## src/rtl/sar_pkg.sv

```systemverilog
// rtl/sar_pkg.sv - shared state encoding and default code width for the SAR sequencer
package sar_pkg;

  localparam int SAR_WIDTH = 10;

  typedef enum logic [1:0] {
    ST_IDLE        = 2'd0,
    ST_TRACK       = 2'd1,
    ST_CONVERT     = 2'd2,
    ST_WAIT_PERIOD = 2'd3
  } sar_state_e;

  localparam logic [1:0] S_IDLE        = ST_IDLE;
  localparam logic [1:0] S_TRACK       = ST_TRACK;
  localparam logic [1:0] S_CONVERT     = ST_CONVERT;
  localparam logic [1:0] S_WAIT_PERIOD = ST_WAIT_PERIOD;

endpackage

```

## src/rtl/sar_sample_sequencer_if.sv

```systemverilog
// rtl/sar_sample_sequencer_if.sv - ADC control and result handshake bundle
interface sar_sample_sequencer_if import sar_pkg::*; #(
  parameter int WIDTH = SAR_WIDTH
);

  logic             enable;
  logic             hold_digital;
  logic             eoc;
  logic [WIDTH-1:0] adc_code;
  logic [WIDTH-1:0] result_data;
  logic             result_valid;
  logic             result_ready;
  logic             overrun;
  logic             timeout_err;
  logic [15:0]      sample_count;

  modport slave (
    input  enable, eoc, adc_code, result_ready,
    output hold_digital, result_data, result_valid, overrun, timeout_err, sample_count
  );

  modport master (
    output enable, eoc, adc_code, result_ready,
    input  hold_digital, result_data, result_valid, overrun, timeout_err, sample_count
  );

endinterface

```

## src/rtl/sar_result_buffer.sv

```systemverilog
// rtl/sar_result_buffer.sv - single-entry result register with valid/ready handshake and overrun flag
module sar_result_buffer import sar_pkg::*; #(
  parameter int WIDTH = SAR_WIDTH
) (
  input  logic             clk,
  input  logic             reset,
  input  logic             capture,
  input  logic [WIDTH-1:0] capture_data,
  input  logic             ready,
  output logic [WIDTH-1:0] data,
  output logic             valid,
  output logic             overrun
);

  logic [WIDTH-1:0] data_q, data_d;
  logic             valid_q, valid_d;
  logic             overrun_q, overrun_d;

  always_comb begin
    data_d    = data_q;
    valid_d   = valid_q;
    overrun_d = 1'b0;
    if (capture) begin
      // a capture always wins; only an unread, unaccepted entry counts as lost
      data_d    = capture_data;
      valid_d   = 1'b1;
      overrun_d = valid_q & ~ready;
    end else if (valid_q && ready) begin
      valid_d = 1'b0;
    end
  end

  always_ff @(posedge clk or posedge reset) begin
    if (reset) begin
      data_q    <= '0;
      valid_q   <= 1'b0;
      overrun_q <= 1'b0;
    end else begin
      data_q    <= data_d;
      valid_q   <= valid_d;
      overrun_q <= overrun_d;
    end
  end

  assign data    = data_q;
  assign valid   = valid_q;
  assign overrun = overrun_q;

endmodule

```

## src/rtl/sar_sample_sequencer.sv

```systemverilog
// rtl/sar_sample_sequencer.sv - periodic track/convert sequencer for a SAR ADC with timeout retry
module sar_sample_sequencer import sar_pkg::*; #(
  parameter int WIDTH        = SAR_WIDTH,
  parameter int TRACK_CYCLES = 4,
  parameter int PERIOD       = 64,
  parameter int TIMEOUT      = 32
) (
  input  logic                   clk,
  input  logic                   reset,
  sar_sample_sequencer_if.slave  bus
);

  localparam int PCW = (PERIOD > 1) ? $clog2(PERIOD) : 1;
  localparam int CCW = $clog2(TIMEOUT + 1);
  localparam logic [PCW-1:0] PERIOD_LAST = PCW'(PERIOD - 1);
  localparam logic [PCW-1:0] TRACK_LAST  = PCW'(TRACK_CYCLES - 1);
  localparam logic [CCW-1:0] CONV_LAST   = CCW'(TIMEOUT - 1);

  logic [1:0]     state_q, state_d;
  logic [PCW-1:0] period_cnt_q, period_cnt_d;
  logic [CCW-1:0] conv_cnt_q, conv_cnt_d;
  logic           eoc_q, eoc_d;
  logic           timeout_err_q, timeout_err_d;
  logic [15:0]    sample_count_q, sample_count_d;
  logic           eoc_rise;
  logic           capture;
  logic           enter_track;

  always_comb begin
    eoc_d         = bus.eoc;
    eoc_rise      = bus.eoc & ~eoc_q;
    state_d       = state_q;
    capture       = 1'b0;
    timeout_err_d = 1'b0;
    enter_track   = 1'b0;
    conv_cnt_d    = '0;
    case (state_q)
      S_IDLE: begin
        if (bus.enable) begin
          state_d     = S_TRACK;
          enter_track = 1'b1;
        end
      end
      S_TRACK: begin
        // the period counter restarts on TRACK entry, so it doubles as the track timer
        if (period_cnt_q == TRACK_LAST) state_d = S_CONVERT;
      end
      S_CONVERT: begin
        conv_cnt_d = conv_cnt_q + 1'b1;
        if (eoc_rise) begin
          capture = 1'b1;
          state_d = S_WAIT_PERIOD;
        end else if (conv_cnt_q == CONV_LAST) begin
          timeout_err_d = 1'b1;
          state_d       = S_TRACK;
          enter_track   = 1'b1;
        end
      end
      S_WAIT_PERIOD: begin
        if (period_cnt_q == PERIOD_LAST) begin
          if (bus.enable) begin
            state_d     = S_TRACK;
            enter_track = 1'b1;
          end else begin
            state_d = S_IDLE;
          end
        end
      end
      default: state_d = S_IDLE;
    endcase

    if (enter_track)                     period_cnt_d = '0;
    else if (period_cnt_q == PERIOD_LAST) period_cnt_d = period_cnt_q;
    else                                  period_cnt_d = period_cnt_q + 1'b1;

    sample_count_d = capture ? sample_count_q + 16'd1 : sample_count_q;
  end

  always_ff @(posedge clk or posedge reset) begin
    if (reset) begin
      state_q        <= S_IDLE;
      period_cnt_q   <= '0;
      conv_cnt_q     <= '0;
      eoc_q          <= 1'b0;
      timeout_err_q  <= 1'b0;
      sample_count_q <= '0;
    end else begin
      state_q        <= state_d;
      period_cnt_q   <= period_cnt_d;
      conv_cnt_q     <= conv_cnt_d;
      eoc_q          <= eoc_d;
      timeout_err_q  <= timeout_err_d;
      sample_count_q <= sample_count_d;
    end
  end

  sar_result_buffer #(.WIDTH(WIDTH)) u_result_buffer (
    .clk          (clk),
    .reset        (reset),
    .capture      (capture),
    .capture_data (bus.adc_code),
    .ready        (bus.result_ready),
    .data         (bus.result_data),
    .valid        (bus.result_valid),
    .overrun      (bus.overrun)
  );

  assign bus.hold_digital = (state_q == S_CONVERT);
  assign bus.timeout_err  = timeout_err_q;
  assign bus.sample_count = sample_count_q;

endmodule

```

## src/flat_wrapper.sv

```systemverilog
// flat-port wrapper written by rule: the top's interface ports become plain ports
module sar_sample_sequencer_flat import sar_pkg::*;
#(
  parameter int WIDTH        = SAR_WIDTH,
  parameter int TRACK_CYCLES = 4,
  parameter int PERIOD       = 64,
  parameter int TIMEOUT      = 32
)
  (clk, reset, bus_enable, bus_eoc, bus_adc_code, bus_result_ready, bus_hold_digital, bus_result_data, bus_result_valid, bus_overrun, bus_timeout_err, bus_sample_count);
  sar_sample_sequencer_if #(.WIDTH(WIDTH)) bus_i ();
  input  logic clk;
  input  logic reset;
  input wire logic [$bits(bus_i.enable)-1:0] bus_enable;
  input wire logic [$bits(bus_i.eoc)-1:0] bus_eoc;
  input wire logic [$bits(bus_i.adc_code)-1:0] bus_adc_code;
  input wire logic [$bits(bus_i.result_ready)-1:0] bus_result_ready;
  output wire logic [$bits(bus_i.hold_digital)-1:0] bus_hold_digital;
  output wire logic [$bits(bus_i.result_data)-1:0] bus_result_data;
  output wire logic [$bits(bus_i.result_valid)-1:0] bus_result_valid;
  output wire logic [$bits(bus_i.overrun)-1:0] bus_overrun;
  output wire logic [$bits(bus_i.timeout_err)-1:0] bus_timeout_err;
  output wire logic [$bits(bus_i.sample_count)-1:0] bus_sample_count;
  assign bus_i.enable = bus_enable;
  assign bus_i.eoc = bus_eoc;
  assign bus_i.adc_code = bus_adc_code;
  assign bus_i.result_ready = bus_result_ready;
  assign bus_hold_digital = bus_i.hold_digital;
  assign bus_result_data = bus_i.result_data;
  assign bus_result_valid = bus_i.result_valid;
  assign bus_overrun = bus_i.overrun;
  assign bus_timeout_err = bus_i.timeout_err;
  assign bus_sample_count = bus_i.sample_count;
  sar_sample_sequencer #(.WIDTH(WIDTH), .TRACK_CYCLES(TRACK_CYCLES), .PERIOD(PERIOD), .TIMEOUT(TIMEOUT)) u_core (.clk(clk), .reset(reset), .bus(bus_i));
endmodule
```

## config.mk

```make
export PLATFORM = sky130hd
export DESIGN_NAME = sar_sample_sequencer_flat
export DESIGN_NICKNAME = d
export VERILOG_FILES = /design/src/rtl/sar_pkg.sv /design/src/rtl/sar_sample_sequencer_if.sv /design/src/rtl/sar_result_buffer.sv /design/src/rtl/sar_sample_sequencer.sv /design/src/flat_wrapper.sv
export SDC_FILE = /design/constraint.sdc
export NUM_CORES = 1
export LEC_CHECK = 0
export BUFFER_PORTS_ARGS = -buffer_cell sky130_fd_sc_hd__buf_2
export CORE_UTILIZATION = 30
export CTS_CLUSTER_DIAMETER = 50
export DETAILED_ROUTE_END_ITERATION = 12
export PLACE_DENSITY = 0.6
export SETUP_SLACK_MARGIN = 0.15
export SYNTH_ARGS = -nofsm -noshare
export SYNTH_HDL_FRONTEND = slang
export SYNTH_HIERARCHICAL = 1
export SYNTH_SLANG_ARGS = --single-unit
```

## constraint.sdc

```tcl
create_clock -name clk -period 4.6 [get_ports clk]
set_input_delay 0.69 -clock clk [delete_from_list [all_inputs] [get_ports clk]]
set_output_delay 0.69 -clock clk [all_outputs]
set_load 0.1 [all_outputs]
```

Yosys cells after proc, flatten, opt, wreduce, memory -nomap -nowiden

Index checks and enable logic that the tools add are counted.

Add/subtract/negate cells: 3
Equality and inequality tests: 11
Muxes and demuxes: 21
Bitwise logic cells: 4
Reduce and logical (&&, ||, !) cells: 4

Operators by type and width:

| operator              | count |
|---|---|
| $mux 6                | 3 |
| $add 16x1->16 const B | 1 |
| $add 6x1->6 const B   | 2 |
| $mux 1                | 11 |
| $mux 2                | 5 |
| $pmux 2 s4            | 1 |
| $eq 6x2->1 const B    | 1 |
| $eq 6x5->1 const B    | 1 |
| $eq 6x6->1 const B    | 1 |
| $ne 2x1->1 const B    | 3 |
| $eq 2x2->1 const B    | 2 |
| $reduce_and 4->1      | 1 |
| $ne 3x1->1 const B    | 1 |
| $pmux 1 s3            | 1 |
| $and 1x1->1           | 2 |
| $eq 2x1->1 const B    | 1 |
| $logic_not 2->1       | 1 |
| $ne 2x2->1 const B    | 1 |
| $not 1->1             | 2 |
| $reduce_bool 2->1     | 1 |
| $logic_and 1x1->1     | 1 |

Register bits after elaboration: 44
Input port bits: 15
Output and inout port bits: 30
Word-level logic and storage cells: 52

Depth between registers and ports, before layout

Depth after elaboration: 5
Gate-level depth with buffers: 6
Gate-level depth less buffers: 5

Cells and area by module

Netlist, hierarchy kept.

Modules (own cells, without submodules):

| module               | times used | cells an instance | area an instance (µm²) | sequential area each (µm²) |
|---|---|---|---|---|
| sar_sample_sequencer | 1          | 131               | 1462.7                 | 800.8 |
| sar_result_buffer    | 1          | 27                | 478.0                  | 300.3 |

Worst setup path after synthesis

No wires, ideal clock.

Path kind: register to register
From: register u_core.sample_count_q[4], in the netlist u_core/bus.sample_count[4]
To: register u_core.sample_count_q[15], in the netlist u_core/bus.sample_count[15]
Library setup time: 0.158 ns
Arrival time: 1.862 ns
Required time: 4.442 ns
Slack: 2.580 ns
Stages on the path, launching flop included: 5
Period minus slack after synthesis: 2.020 ns
Path through: dfrtp_1 and4_1 and3_1 nand4_1 xnor2_1

Word-level cells in the longest chain between the ends: 1

RTL lines:

| item                   | line                       | RTL |
|---|---|---|
| start, declared        | sar_sample_sequencer.sv:24 | `logic [15:0] sample_count_q, sample_count_d;` |
| start signal, assigned | sar_sample_sequencer.sv:93 | `sample_count_q <= sample_count_d;` |
| $add 16x1->16          | sar_sample_sequencer.sv:76 | `sample_count_d = capture ? sample_count_q + 16'd1 : sample_count_q;` |

Every way passes these cells.
A chain may end at the register's enable or synchronous reset.

Worst setup path after layout

From: register u_core.state_q[0]
To: output port bus_hold_digital

Word-level cells in the longest chain between the ends: 1

RTL lines:

| item                   | line                        | RTL |
|---|---|---|
| start, declared        | sar_sample_sequencer.sv:19  | `logic [1:0] state_q, state_d;` |
| start signal, assigned | sar_sample_sequencer.sv:88  | `state_q <= state_d;` |
| $eq 2x2->1             | sar_sample_sequencer.sv:108 | `assign bus.hold_digital = (state_q == S_CONVERT);` |
| end, declared          | flat_wrapper.sv:17          | `output wire logic [$bits(bus_i.hold_digital)-1:0] bus_hold_digital;` |

Every way passes these cells.

==> summary.txt <==
Status
  – Outcome: finished clean

Power and ir drop
  – Lkg Pwr: 0.00121 uW
  – Worst VDD drop: 0.424 mV
  – Pwr per Cell Area: between 500 and 600 mW/mm^2

Floorplanning
  – Initial Utilization: a little under a third
  – IO Pins: 45
  – Die Span Y: slightly above 80 um
  – Core area: just over 0.006 mm^2
  – Full die area: roughly 0.0068 mm^2
  – Placement Rows: 28
  – Die Wd: just over 80 um

Place
  – PortBufs: 44
  – RD Place Congestion: between 0.7 and 0.8
  – Detailed placer's ending HPWL: between 2000 and 2500 um
  – Post-Place Cells: between 200 and 300

Timing
  – Final Slew Violations: 0
  – Final Cycle Share: around half
  – Final min period: about 2.3 ns
  – Final Hold Fails: 0
  – Fmax: about 440 MHz
  – # setup viols final: 0
  – Unrepaired setup endpoints after global routing: no
  – Fin Clk Skew: about 0.011 ns
  – Slew HR: between 60% and 70%
  – Setup_tns: 0 ns
  – Worst Max-Slew Pin Slew: ~0.5 ns
  – Hold Slack: between 0.3 and 0.4 ns

Clocking
  – CTS resizes: 0
  – Hold buffer count at CTS: 0
  – Post-CTS Setup Inserts: 0
  – CTS root buf: clkbuf_8
  – Skew-Pair Late Insertion Delay: 0.29 ns
  – Number of H-tree levels: 2
  – Reg clk slew, reported paths: ~0.08 ns
  – CTS tree: yes
  – CTS sink cnt: 44
  – Inserted Clock Buffers: 5
  – Clk buf depth: 2

Drt
  – Initial DRC count: 23
  – Via count: approximately 1.3k
  – First drt pass iteration count: 4
  – Final wirelength: roughly 3400 um
  – Remaining DRCs: 0
  – WL/cell: approximately 12 um
  – Via density: approximately 4.7
  – DRT antenna net count: 0

Final layout
  – Inserted Diodes: 0
  – Layout Nets: 225
  – P&R area growth vs syn: 21.0%
  – Layout cells sized above 1: between 30% and 40%
  – Final std cells w/o fill: between 200 and 300

Synth
  – Mean Syn Cell Area: 12.3 um^2
  – Sequential cell area fraction in the yosys report: 56.7%
  – Yosys cell types: 36
  – Syn Nets: around 180
  – Yosys reg bits: between 40 and 50
  – Syn Std Cell Area: ~0.0019 mm^2
  – YS warnings: 6
  – Post-Synthesis Cells: ~160

Setup path
  – Crit path largest cell delay: 0.45 ns
  – CP cell instances: inv_1 -> nand2_1 -> inv_1 -> buf_2
  – CP Data Required Time: between 3 and 4 ns
  – Crit Path Class: reg -> out
  – CP arrival: approximately 1.6 ns
  – Most common cell on crit path: inv_1
  – Critical Path Source Type: flip-flop
  – Crit path buf inv count: 3
  – Critical Path End Type: output pin
  – Crit-path max FO: 7
  – Slowest CP cell: dfrtp_1
  – Crit-path leading delay family: buffers and inverters

Worst hold path
  – Hold Path Class: in -> async

Global route
  – Largest net degree at the start of global routing: 33
  – Global route overflow: 0
  – Number of global-route vias before repair: between 1k and 1.5k
  – Global Route Usage Sum: between 10 and 15%
  – Initial antenna violation count: 0
  – First-pass GRT wire length: 5400 um

Run
  – Max-cap violation count: 0
synth_stat cells:
library cell   n  area, um^2
buf_2          1        5.00
and4_1         3        26.3
or3_1          1        6.26
a21o_2         1        8.76
and4_4         1        11.3
a211oi_1       1        7.51
a211o_2        1        10.0
buf_4          2        15.0
a31oi_1        1        6.26
nor4bb_1       1        10.0
ha_1           3        37.5
inv_1          6        22.5
nor4_1         2        12.5
mux2_4         8         120
a21oi_1        2        10.0
nand4_1        3        18.8
mux2i_1        1        10.0
nor3b_1        1        7.51
xor2_1         4        35.0
and3_1         7        43.8
or4b_1         1        10.0
mux2_2         3        33.8
nand3_1       10        50.1
nor3_1         2        10.0
buf_6          1        11.3
nand2b_1       2        12.5
o21ai_0        2        10.0
and3_2         3        22.5
xor2_2         1        16.3
dfrtp_1       44        1100
o22ai_1        1        6.26
xnor2_1       16         140
nor2_1        10        37.5
and2_1         2        12.5
nand2_1        8        30.0
nor2b_1        2        12.5
worst paths after layout:
check,start,to,slack [ns],cells after the start
worst max-delay path,u_core/state_q[0],bus_hold_digital,2.32,4
worst min-delay path,reset,u_core/u_result_buffer/data[8],0.39,2
max in group asynchronous,reset,u_core/period_cnt_q[1],3.81,3
worst min register to register,u_core/conv_cnt_q[0],u_core/conv_cnt_q[0],0.46,1
min in group clk,u_core/conv_cnt_q[0],u_core/conv_cnt_q[0],0.46,1
worst max register to register,u_core/state_q[0],u_core/bus.sample_count[7],2.76,5
cell families (layout without fill, tap and decap cells):
group / Yosys count / count (layout) / synth area share [%]
XOR/XNOR: 21 / 21 / 9.86
adder cells (fa/ha/maj): 3 / 3 / 1.93
buffers and inverters: 10 / 60 / 2.77
flip-flops: 44 / 44 / 56.7
AND/OR/NAND/NOR: 59 / 59 / 17.2
multiplexers: 12 / 12 / 8.45
AO/OA/AOI/OAI: 9 / 9 / 3.03
worst register-to-register path, delay by kind of cell, from the launching register on:
family,cells,cell delay [ns]
buffers and inverters,1,0.31
AND/OR/NAND/NOR,3,0.91
XOR/XNOR,1,0.12
flip-flops,1,0.45
cells in the final DEF (no fill, tap or decap), types with 2 or more instances in the layout:
master,n
buf_2,44
dfrtp_1,44
xnor2_1,16
nand3_1,10
nor2_1,10
nand2_1,8
mux2_4,8
and3_1,7
clkbuf_8,6
inv_1,6
xor2_1,4
mux2_2,3
nand4_1,3
and4_1,3
and3_2,3
ha_1,3
and2_1,2
nor2b_1,2
nand2b_1,2
nor4_1,2
a21oi_1,2
o21ai_0,2
nor3_1,2
buf_4,2
per-layer routing:
layer | GRT usage, % | wire length (um)
met5 | 0 | 0
met1 | 14.4 | 1710
met4 | 4.74 | 46
met2 | 15.8 | 1480
met3 | 3.85 | 185
registers in the layout (all words and copies together), names as in the netlist:
register and flops:
u_core/u_result_buffer/overrun 1, u_core/u_result_buffer/valid 1, u_core/bus.timeout_err 1, u_core/eoc_q 1
u_core/u_result_buffer/data 10, u_core/state_q 2, u_core/period_cnt_q 6, u_core/bus.sample_count 16
u_core/conv_cnt_q 6
layout make-up:
class | instances | area [um^2]
inverters | 6 | 22.5
clock buffers | 7 | 86.3
fillers | 619 | 3750
clock inverters | 1 | 7.51
flip-flops and latches | 44 | 1100
well taps | 75 | 93.8
repair buffers | 46 | 235
multi-input cells | 104 | 801
through the flow:
| stage | setup WS [ns] | total power (uW) | cell area [um^2] | utilization (%) |
|---|---|---|---|---|
| global placement | 2.47 | 1090 | 2250 | 37.0 |
| detailed placement | 2.40 | 1100 | 2250 | 37.0 |
| floorplan | 2.58 | 1000 | 1940 | - |
| CTS | 2.29 | 1360 | 2350 | 38.5 |
| finish | 2.32 | 1340 | 2350 | 38.5 |
| global route | 2.22 | 1410 | 2350 | 38.5 |
report_power, final:
group          internal (uW)  switching, uW  total (uW)
clock network            122            126         248
registers                465           71.2         536
logic                    139            415         554
total                    726            612        1340
Power figures use the tool's default switching activity.
